$ cat config.mk
export PLATFORM = sky130hd
export DESIGN_NAME = mem_wb_pipe_multi_flat
export DESIGN_NICKNAME = d
export VERILOG_FILES = /design/src/rtl/mem_wb_pipe_multi_if.sv /design/src/rtl/mem_wb_pipe_multi.sv /design/src/flat_wrapper.sv
export SDC_FILE = /design/constraint.sdc
export NUM_CORES = 1
export LEC_CHECK = 0
export CAP_MARGIN = 15
export CORE_MARGIN = 10
export CORE_UTILIZATION = 40
export CTS_CLUSTER_DIAMETER = 120
export DETAILED_ROUTE_END_ITERATION = 8
export PLACE_DENSITY_LB_ADDON = 0.3
export SETUP_SLACK_MARGIN = 0.5
export SKIP_CTS_REPAIR_TIMING = 1
export SYNTH_ARGS = -nofsm -noshare
export SYNTH_HDL_FRONTEND = slang
export SYNTH_SLANG_ARGS = --single-unit
$ cat constraint.sdc
create_clock -name clk -period 5.2 [get_ports clk]
set_input_delay 1.3 -clock clk [delete_from_list [all_inputs] [get_ports clk]]
set_output_delay 1.3 -clock clk [all_outputs]
set_load 0.02 [all_outputs]
$ cat src/rtl/mem_wb_pipe_multi_if.sv
// MEM->WB bundle for the N-lane pipeline register; hold_* exists only with MEM_WB_HOLD_EN.
// master = MEM/hazard side driving mem_* and stall/flush, slave = the pipeline register.
interface mem_wb_pipe_multi_if #(
   parameter int unsigned LANES  = 2,
   parameter int unsigned DATA_W = 32,
   parameter int unsigned REG_AW = 5,
   parameter int unsigned CNT_W  = 32
);
   logic                     stall;
   logic                     flush;
   logic [LANES-1:0]         mem_valid;
   logic [LANES-1:0]         mem_we;
   logic [LANES*REG_AW-1:0]  mem_dest;
   logic [LANES*DATA_W-1:0]  mem_data;
   logic [LANES-1:0]         wb_valid;
   logic [LANES-1:0]         wb_we;
   logic [LANES*REG_AW-1:0]  wb_dest;
   logic [LANES*DATA_W-1:0]  wb_data;
   logic [CNT_W-1:0]         retire_cnt;
`ifdef MEM_WB_HOLD_EN
   logic [LANES-1:0]         hold_we;
   logic [LANES*REG_AW-1:0]  hold_dest;
   logic [LANES*DATA_W-1:0]  hold_data;

   modport master (
      output stall, flush, mem_valid, mem_we, mem_dest, mem_data,
      input  wb_valid, wb_we, wb_dest, wb_data, retire_cnt, hold_we, hold_dest, hold_data
   );
   modport slave (
      input  stall, flush, mem_valid, mem_we, mem_dest, mem_data,
      output wb_valid, wb_we, wb_dest, wb_data, retire_cnt, hold_we, hold_dest, hold_data
   );
`else
   modport master (
      output stall, flush, mem_valid, mem_we, mem_dest, mem_data,
      input  wb_valid, wb_we, wb_dest, wb_data, retire_cnt
   );
   modport slave (
      input  stall, flush, mem_valid, mem_we, mem_dest, mem_data,
      output wb_valid, wb_we, wb_dest, wb_data, retire_cnt
   );
`endif
endinterface

$ cat src/rtl/mem_wb_pipe_multi.sv
// Multi-lane MEM->WB pipeline register with stall/flush, x0 suppression, same-cycle WAW
// resolution and retire counter. Define MEM_WB_HOLD_EN for the extra WB+1 hold stage.
module mem_wb_pipe_multi #(
   parameter int unsigned LANES  = 2,
   parameter int unsigned DATA_W = 32,
   parameter int unsigned REG_AW = 5,
   parameter int unsigned CNT_W  = 32
) (
   input logic                clk,
   input logic                reset,
   mem_wb_pipe_multi_if.slave bus
);

   logic [LANES-1:0]        kill;
   logic [LANES-1:0]        we_load;
   logic [CNT_W-1:0]        pop_cnt;

   logic [LANES-1:0]        valid_q;
   logic [LANES-1:0]        we_q;
   logic [LANES*REG_AW-1:0] dest_q;
   logic [LANES*DATA_W-1:0] data_q;
   logic [CNT_W-1:0]        cnt_q;

   // An older lane's write is killed when any younger lane writes the same register.
   always_comb begin
      kill    = '0;
      we_load = '0;
      pop_cnt = '0;
      for (int unsigned i = 0; i < LANES; i++) begin
         for (int unsigned j = i + 1; j < LANES; j++) begin
            if (bus.mem_valid[j] && bus.mem_we[j] &&
                (bus.mem_dest[j*REG_AW +: REG_AW] == bus.mem_dest[i*REG_AW +: REG_AW])) begin
               kill[i] = 1'b1;
            end
         end
         we_load[i] = bus.mem_valid[i] & bus.mem_we[i] &
                      (bus.mem_dest[i*REG_AW +: REG_AW] != '0) & ~kill[i];
         pop_cnt    = pop_cnt + CNT_W'(bus.mem_valid[i]);
      end
   end

   always_ff @(posedge clk) begin
      if (reset) begin
         valid_q <= '0;
         we_q    <= '0;
         dest_q  <= '0;
         data_q  <= '0;
         cnt_q   <= '0;
      end else if (!bus.stall) begin
         dest_q <= bus.mem_dest;
         data_q <= bus.mem_data;
         if (bus.flush) begin
            valid_q <= '0;
            we_q    <= '0;
         end else begin
            valid_q <= bus.mem_valid;
            we_q    <= we_load;
            cnt_q   <= cnt_q + pop_cnt;
         end
      end
   end

   assign bus.wb_valid   = valid_q;
   assign bus.wb_we      = we_q;
   assign bus.wb_dest    = dest_q;
   assign bus.wb_data    = data_q;
   assign bus.retire_cnt = cnt_q;

`ifdef MEM_WB_HOLD_EN
   logic [LANES-1:0]        hold_we_q;
   logic [LANES*REG_AW-1:0] hold_dest_q;
   logic [LANES*DATA_W-1:0] hold_data_q;

   // WB contents are already committed, so a flush does not stop the hold capture.
   always_ff @(posedge clk) begin
      if (reset) begin
         hold_we_q   <= '0;
         hold_dest_q <= '0;
         hold_data_q <= '0;
      end else if (!bus.stall) begin
         hold_we_q   <= we_q;
         hold_dest_q <= dest_q;
         hold_data_q <= data_q;
      end
   end

   assign bus.hold_we   = hold_we_q;
   assign bus.hold_dest = hold_dest_q;
   assign bus.hold_data = hold_data_q;
`endif

endmodule

$ cat src/flat_wrapper.sv
// flat-port wrapper written by rule: the top's interface ports become plain ports
module mem_wb_pipe_multi_flat 
#(
   parameter int unsigned LANES  = 2,
   parameter int unsigned DATA_W = 32,
   parameter int unsigned REG_AW = 5,
   parameter int unsigned CNT_W  = 32
)
  (clk, reset, bus_stall, bus_flush, bus_mem_valid, bus_mem_we, bus_mem_dest, bus_mem_data, bus_wb_valid, bus_wb_we, bus_wb_dest, bus_wb_data, bus_retire_cnt);
  mem_wb_pipe_multi_if #(.LANES(LANES), .DATA_W(DATA_W), .REG_AW(REG_AW), .CNT_W(CNT_W)) bus_i ();
  input logic clk;
  input logic reset;
  input wire logic [$bits(bus_i.stall)-1:0] bus_stall;
  input wire logic [$bits(bus_i.flush)-1:0] bus_flush;
  input wire logic [$bits(bus_i.mem_valid)-1:0] bus_mem_valid;
  input wire logic [$bits(bus_i.mem_we)-1:0] bus_mem_we;
  input wire logic [$bits(bus_i.mem_dest)-1:0] bus_mem_dest;
  input wire logic [$bits(bus_i.mem_data)-1:0] bus_mem_data;
  output wire logic [$bits(bus_i.wb_valid)-1:0] bus_wb_valid;
  output wire logic [$bits(bus_i.wb_we)-1:0] bus_wb_we;
  output wire logic [$bits(bus_i.wb_dest)-1:0] bus_wb_dest;
  output wire logic [$bits(bus_i.wb_data)-1:0] bus_wb_data;
  output wire logic [$bits(bus_i.retire_cnt)-1:0] bus_retire_cnt;
  assign bus_i.stall = bus_stall;
  assign bus_i.flush = bus_flush;
  assign bus_i.mem_valid = bus_mem_valid;
  assign bus_i.mem_we = bus_mem_we;
  assign bus_i.mem_dest = bus_mem_dest;
  assign bus_i.mem_data = bus_mem_data;
  assign bus_wb_valid = bus_i.wb_valid;
  assign bus_wb_we = bus_i.wb_we;
  assign bus_wb_dest = bus_i.wb_dest;
  assign bus_wb_data = bus_i.wb_data;
  assign bus_retire_cnt = bus_i.retire_cnt;
  mem_wb_pipe_multi #(.LANES(LANES), .DATA_W(DATA_W), .REG_AW(REG_AW), .CNT_W(CNT_W)) u_core (.clk(clk), .reset(reset), .bus(bus_i));
endmodule
### Yosys cells after proc, flatten, opt, wreduce, memory -nomap -nowiden

Index checks and enable logic that the tools add are counted.

| word-level totals | value |
|---|---|
| register bits | 110 |
| bits of input ports | 82 |
| output and inout bits | 110 |
| logic and storage cells | 24 |

| cells by class | value |
|---|---|
| add/sub/neg operators | 2 |
| eq/ne operators | 1 |
| muxes and demuxes | 3 |
| bitwise gates (word level) | 8 |
| reductions and logical operators | 5 |

Operators with widths:

| operator | count |
|---|---|
| adder 32 bit | 1 |
| nonzero test 5 bit | 2 |
| bitwise AND 1 bit | 5 |
| equality test 5 bit | 1 |
| two-way mux 2 bit | 2 |
| inverter 1 bit | 3 |
| adder 1 x 1 -> 2 bit | 1 |
| logical AND 1 bit | 2 |
| AND reduction 2 bit | 1 |
| two-way mux 1 bit | 1 |

### Depth between registers and ports, before layout

Gate-level depths: netlist (run 1).

| depth | value |
|---|---|
| depth in word-level cells | 6 |
| depth in mapped cells | 10 |
| gate-level depth less buffers | 8 |

### Worst setup path before layout (run 1)

OpenSTA, ideal clock, no wires.

| timing path | value |
|---|---|
| kind | input -> register |
| start | in bus_mem_valid[0] |
| end | reg u_core.cnt_q[22], in the netlist u_core.bus.retire_cnt[22] |
| library setup time | 0.123 ns |
| data arrival time | 3.941 ns |
| required time | 5.077 ns |
| setup slack | 1.136 ns |
| stages | 10 |
| path buffers | 2 |
| cells stage by stage | ha_1 > ha_1 > inv_1 > fa_1 > or4b_1 > buf_2 > or4_1 > clkbuf_1 > nor3_1 > mux2_1 |

| on the way | value |
|---|---|
| word-level cells in the longest chain between the ends | 2 |

RTL lines:

| element | RTL line | text |
|---|---|---|
| start, declared | flat_wrapper.sv:15 | `input wire logic [$bits(bus_i.mem_valid)-1:0] bus_mem_valid;` |
| adder 1 x 1 -> 2 bit | mem_wb_pipe_multi.sv:38 | `pop_cnt = pop_cnt + CNT_W'(bus.mem_valid[i]);` |
| adder 32 bit | mem_wb_pipe_multi.sv:58 | `cnt_q <= cnt_q + pop_cnt;` |
| end signal, assigned | mem_wb_pipe_multi.sv:58 |  |
| end, declared | mem_wb_pipe_multi.sv:22 | `logic [CNT_W-1:0] cnt_q;` |

No other way between the ends.
A chain may end at the register's enable or synchronous reset.

### Final worst setup path (run 1)

| timing path | value |
|---|---|
| start | in bus_mem_valid[1] |
| end | reg u_core.cnt_q[22], in the netlist u_core.bus.retire_cnt[22] |

The elaborated chain is that of the path after synthesis.

==> results of run 1 <==
## layout by cell type, fill, tap and decap left out, types with 2 or more instances in the layout
cell type	instances
and4_1	2
clkdlybuf4s50_1	189
o31ai_1	13
nand4_1	9
nor4b_1	2
or3_1	9
clkbuf_8	13
ha_1	3
xor2_1	5
o21ai_1	8
nor2_1	88
inv_1	7
a22oi_1	2
or4_1	18
xnor2_1	8
buf_4	3
nand3_1	9
nor4_1	3
mux2i_1	74
nand2_1	13
a21oi_1	25
dfxtp_1	110
nor3_1	4
## kinds of logic (layout without fill, tap and decap cells)
group	Yosys count	count (layout)
AND/OR/NAND/NOR	161	161
multiplexers	75	75
XOR/XNOR	13	13
buffers and inverters	36	215
flip-flops	110	110
AO/OA/AOI/OAI	52	52
adder cells (fa/ha/maj)	4	4
## metal layers
metal	global-route usage	vias to the layer above	wire length, microns
met3	0.104	18	1780
li1	-	1935	-
met5	0	-	0
met2	0.284	155	6580
met1	0.173	1846	5180
met4	0.0541	0	230
## cell usage after synthesis
cell       instances  area share
a21oi_1           25       0.029
a211oi_1           1      0.0017
xnor2_1            8       0.016
or4_1             18       0.031
inv_1              7      0.0060
or3_1              9       0.013
nor2b_1            1      0.0014
dfxtp_1          110        0.51
buf_2              2      0.0023
o2111ai_1          1      0.0020
fa_1               1      0.0046
nor3_1             4      0.0046
clkbuf_1          25       0.022
a22oi_1            2      0.0035
o21ai_0            1      0.0011
mux2_1             1      0.0026
ha_1               3      0.0086
or4b_1             1      0.0023
nand4_1            9       0.013
nor4_1             3      0.0043
buf_1              2      0.0017
and4_1             2      0.0040
or3b_1             1      0.0020
a41o_1             1      0.0023
mux2i_1           74        0.17
o31ai_1           13       0.022
or2_2              1      0.0014
nand3_1            9       0.010
xor2_1             5       0.010
nor4b_1            2      0.0040
o21ai_1            8      0.0092
nor2_1            88       0.076
nand2_1           13       0.011
## registers in the layout (all words and copies together) (netlist names)
register	cells
u_core.bus.wb_valid	2
u_core.bus.wb_dest	10
u_core.bus.wb_we	2
u_core.bus.retire_cnt	32
u_core.bus.wb_data	64
## power breakdown
part / internal, mW / switching, mW / total, mW
Clock: 0.276 / 0.280 / 0.556
Combinational: 0.150 / 0.132 / 0.283
Sequential: 0.878 / 0.0197 / 0.898
Total: 1.30 / 0.432 / 1.74
## cell type report
type | count | area share
inverter | 7 | 0.00401
sequential | 110 | 0.336
clock inverter | 2 | 0.00573
tap | 140 | 0.0268
multi-input combinational | 305 | 0.307
clock buffer | 14 | 0.0279
timing repair buffer | 192 | 0.292
## stage by stage
stage | hold WS (ps) | utilization | total power [mW] | instance area (sq um) | instances
after global routing | 513 | 0.609 | 1.81 | 6550 | 770
after CTS | 485 | 0.609 | 1.76 | 6550 | 770
after floorplan | 541 | - | 1.04 | 4350 | 451
final | 479 | 0.609 | 1.74 | 6550 | 770
after global placement | 459 | 0.589 | 1.19 | 6330 | 754
after detailed placement | 463 | 0.589 | 1.20 | 6330 | 754
## worst max path at each step
stage,start,endpoint,slack (ps)
global placement,bus_mem_valid[1],u_core.bus.retire_cnt[22],560
finish,bus_mem_valid[1],u_core.bus.retire_cnt[22],870
detailed placement,bus_mem_valid[1],u_core.bus.retire_cnt[22],480
global route,bus_mem_valid[1],u_core.bus.retire_cnt[22],710
floorplan,bus_mem_valid[0],u_core.bus.retire_cnt[22],1140
CTS,bus_mem_valid[1],u_core.bus.retire_cnt[22],890
## worst max-delay path, stage by stage
cell             delay, ps
clkdlybuf4s50_1        470
ha_1                   310
ha_1                   160
inv_1                   50
fa_1                   400
or4b_1                 640
or4_1                  680
nor3_1                 240
mux2_1                 340
==> results_dict.tcl, run 1 <==
set metrics [dict create \
    start_util 0.405 \
    finalNetCount 711 \
    numPortBuffers 191 \
    worst_slew_pin_slew_ps 1150 \
    reg2regPathDepth 7 \
    multi_input_area_sq_um 2010 \
    grt-ovfl-total 0 \
    p_per_area_nw_per_um2 265 \
    fin_ws_ps 874 \
    slew_viol_final 0 \
    num_vias 3954 \
    ir_drop_mv 0.162 \
    syn_area_sq_um 4350 \
    die_w_microns 124 \
    r2r-start "u_core.bus.retire_cnt[0]" \
    crit_type "input pin to register" \
    ant_nets 0 \
    grt_pass1_vias 4011 \
    dieArea_sq_um 15400 \
    synth_fa_ha_area_frac 0.0132 \
    insertion_delay_ps 370 \
    antenna_found_initial 0 \
    io_pins 192 \
    end_kind "register" \
    hp-start "u_core.bus.wb_we[0]" \
    avgRoutedWirePerCell_microns 17.9 \
    syn_avg_cell_area_sq_um 9.64 \
    dieHeight_microns 124 \
    routabilityCongestion 0.790 \
    vias_per_cell 5.14 \
    synth-seq-cells 110 \
    cts_tree "yes" \
    fin_skew_ps 5.20 \
    cts_sinks 110 \
    syn_to_final_growth_pct 50.5 \
    hold_class "register to register" \
    synth_cell_type_count 33 \
    r2r-end "u_core.bus.retire_cnt[22]" \
    max_freq_mhz 231 \
    firstDrtPassIters 4 \
    cellLeakagePower_nw 2.48 \
    max_cap_violations 0 \
    maxSlewHeadroom 0.236 \
    arrival_ps 4590 \
    worstHoldEndpoint "u_core.bus.wb_we[0]" \
    postSynthCellCount 451 \
    dp_hpwl_mm 10.5 \
    drt_wl_total_mm 13.8 \
    drt_iter0_markers 251 \
    rrSetupSlack_ps 2190 \
    fin_crit_sh 0.832 \
    hold_depth 2 \
    rows 38 \
    cts-root-buf "clkbuf_8" \
    grt_usage 0.170 \
    grt_pass1_wl_mm 21.6 \
    layout-drive-gt1-share 0.0302 \
    numCtsBuffers 9 \
    synth_xor_area_frac 0.0262 \
    fillers 950 \
    finalHoldViolations 0 \
    crit_path_max_fanout 8 \
    htreeDepth 3 \
    synth_top_family_by_area "simple AND/OR/NAND/NOR gates" \
    ys.warnings.count 0 \
    seqCellArea_sq_um 2200 \
    synth-seq-area-share 0.506 \
    cp-start-kind "input pin" \
    syn_nets 537 \
    tns_ps 0 \
    setup_viol 0 \
    grt_setup_unrepaired "false" \
    yosys.area_share.simple 0.179 \
    num_antenna_cells 0 \
    clock_path_buffers 2 \
    grt_start_max_net_pins 112 \
    status "complete, no violations" \
    period_needed_ps 4330 \
    core_region_area_sq_um 10700 \
    dp_slack_ps 476 \
    drc 0 \
    synth-compound-area-share 0.0711 \
    clk_pin_slew_ps 100 \
    synthMuxAreaShare 0.173 \
    cp.required_ps 5470 \
]
No activity file was read; power rests on OpenSTA's default activity.
==> run 2, diff against run 1 <==
--- a/config.mk
+++ b/config.mk
@@ -7,7 +7,7 @@
 export LEC_CHECK = 0
 export CAP_MARGIN = 15
 export CORE_MARGIN = 10
-export CORE_UTILIZATION = 40
+export CORE_UTILIZATION = 38
 export CTS_CLUSTER_DIAMETER = 120
 export DETAILED_ROUTE_END_ITERATION = 8
 export PLACE_DENSITY_LB_ADDON = 0.3
==> constraint.sdc (replaced) <==
create_clock -name clk -period 3.5 [get_ports clk]
set_input_delay 0.875 -clock clk [delete_from_list [all_inputs] [get_ports clk]]
set_output_delay 0.875 -clock clk [all_outputs]
set_load 0.02 [all_outputs]
==> run 2 against run 1 <==
Effect of this change:
- power is 67% higher
- sequential share of layout area down 1.4 points
- wire length is 4.6% higher
- global-route usage up 0.17 points
- setup slack got worse by 380 ps
- die area rose by 4.4%
- flip-flop and latch count unchanged
- clock power increased by 100%
- utilization fell by 0.51 points
- via count up 1.5%
- critical path type unchanged
==> results_dict.tcl, run 2 (synthesis gave the netlist of run 1 again) <==
set metrics [dict create \
    hold_class "register to register" \
    numCtsBuffers 9 \
    dieArea_sq_um 16100 \
    crit_path_top_delay_cell "or4_4" \
    num_antenna_cells 0 \
    die_w_microns 127 \
    clk_pin_slew_ps 80 \
    r2r-end "u_core.bus.retire_cnt[30]" \
    routabilityCongestion 0.791 \
    hold_depth 2 \
    grt_pass1_vias 4093 \
    r2r-start "u_core.bus.retire_cnt[0]" \
    crit_type "input pin to register" \
    status "complete, no violations" \
    start_util 0.384 \
    grt_usage 0.172 \
    crit_chain "buf_8 -> ha_4 -> ha_4 -> inv_2 -> fa_2 -> or4b_4 -> or3_4 -> or4_4 -> a21oi_2" \
    grt-ovfl-total 0 \
    worst_slew_pin_slew_ps 742 \
    drt_iter0_markers 199 \
    cpMostUsedCell "ha_4" \
    rrSetupSlack_ps 930 \
    maxSlewHeadroom 0.505 \
    cp-endpoint "u_core.bus.retire_cnt[30]" \
    cellLeakagePower_nw 2.61 \
    cts-root-buf "clkbuf_16" \
    layout-drive-gt1-share 0.0762 \
    total_power_mw 2.90 \
    cts_tree "yes" \
    rows 39 \
    clock_path_buffers 2 \
    firstDrtPassIters 4 \
    dp_hpwl_mm 11.0 \
    cp-start-kind "input pin" \
    fillers 994 \
    end_kind "register" \
    max_cap_violations 0 \
    p_per_area_nw_per_um2 424 \
    cp.required_ps 3790 \
    syn_to_final_growth_pct 57.3 \
    fin_crit_sh 0.858 \
    setup.worst_path.start "bus_mem_valid[1]" \
    final_common_cell "clkdlybuf4s50_1" \
    core_region_area_sq_um 11300 \
    reg2regPathDepth 7 \
    vias_per_cell 5.10 \
    cts_sinks 110 \
    finalHoldViolations 0 \
    drt_wl_total_mm 14.4 \
    layout_common_cells "clkdlybuf4s50_1, dfxtp_1, nor2_1, mux2i_1, a21oi_1" \
    io_pins 192 \
    crit_path_max_fanout 7 \
    insertion_delay_ps 350 \
    drc 0 \
    arrival_ps 3290 \
    avgRoutedWirePerCell_microns 18.3 \
    grt_pass1_wl_mm 22.3 \
    setup_viol 0 \
    fin_skew_ps 8.18 \
    largest_reg_flops 64 \
    numPortBuffers 191 \
    dp_slack_ps -398 \
    fin_ws_ps 496 \
    tns_ps 0 \
    grt_setup_unrepaired "true" \
    period_needed_ps 3000 \
    ir_drop_mv 0.328 \
    slew_viol_final 0 \
    dieHeight_microns 127 \
    max_freq_mhz 333 \
    num_vias 4012 \
    finalNetCount 724 \
    ant_nets 0 \
    antenna_found_initial 0 \
    htreeDepth 3 \
    grt_start_max_net_pins 58 \
    slowest_delay_ps 530 \
]
[run 2: worst min-delay path by stage]
stage,end,from
finish,u_core.bus.wb_we[0],u_core.bus.wb_we[0]
floorplan,u_core.bus.wb_we[1],u_core.bus.wb_we[1]
detailed placement,u_core.bus.wb_we[0],u_core.bus.wb_we[0]
global route,u_core.bus.retire_cnt[31],u_core.bus.retire_cnt[31]
global placement,u_core.bus.wb_we[0],u_core.bus.wb_we[0]
CTS,u_core.bus.wb_we[0],u_core.bus.wb_we[0]
[run 2: metal layers]
| layer | global-route usage | up-vias | part of all wire |
|---|---|---|---|
| li1 | - | 1953 | - |
| met1 | 0.172 | 1890 | 0.36 |
| met2 | 0.286 | 154 | 0.49 |
| met3 | 0.106 | 15 | 0.13 |
| met4 | 0.0670 | 0 | 0.016 |
| met5 | 0 | - | 0 |
[run 2: cell type report]
type | count | area [sq um] | area share
Clock inverter | 6 | 92.6 | 0.0135
Clock buffer | 10 | 239 | 0.0349
Multi-Input combinational cell | 305 | 2080 | 0.304
Tap cell | 143 | 179 | 0.0262
Sequential cell | 110 | 2200 | 0.322
Inverter | 7 | 26.3 | 0.00384
Timing Repair Buffer | 205 | 2020 | 0.296
[run 2: where the power goes]
part           switching, mW  total (mW)  internal (mW)
logic                  0.199       0.431          0.232
clock network          0.482        1.13          0.651
registers             0.0302        1.33           1.30
[run 2: critical path, delay by kind of cell]
kind                       cells  cell delay (ps)
and+or+nand+nor                3             1420
adders and majority gates      3              740
buffers and inverters          2              130
AOI/OAI and AO/OA              1              130
[run 2: stage by stage]
stage                     hold slack (ps)  area (sq um)   util  std cells
final                                 472          6840  0.604        786
after global routing                  495          6840  0.604        786
after CTS                             479          6790  0.600        786
after detailed placement              466          6460  0.571        770
after global placement                459          6460  0.571        770
after floorplan                       541          4400      -        451
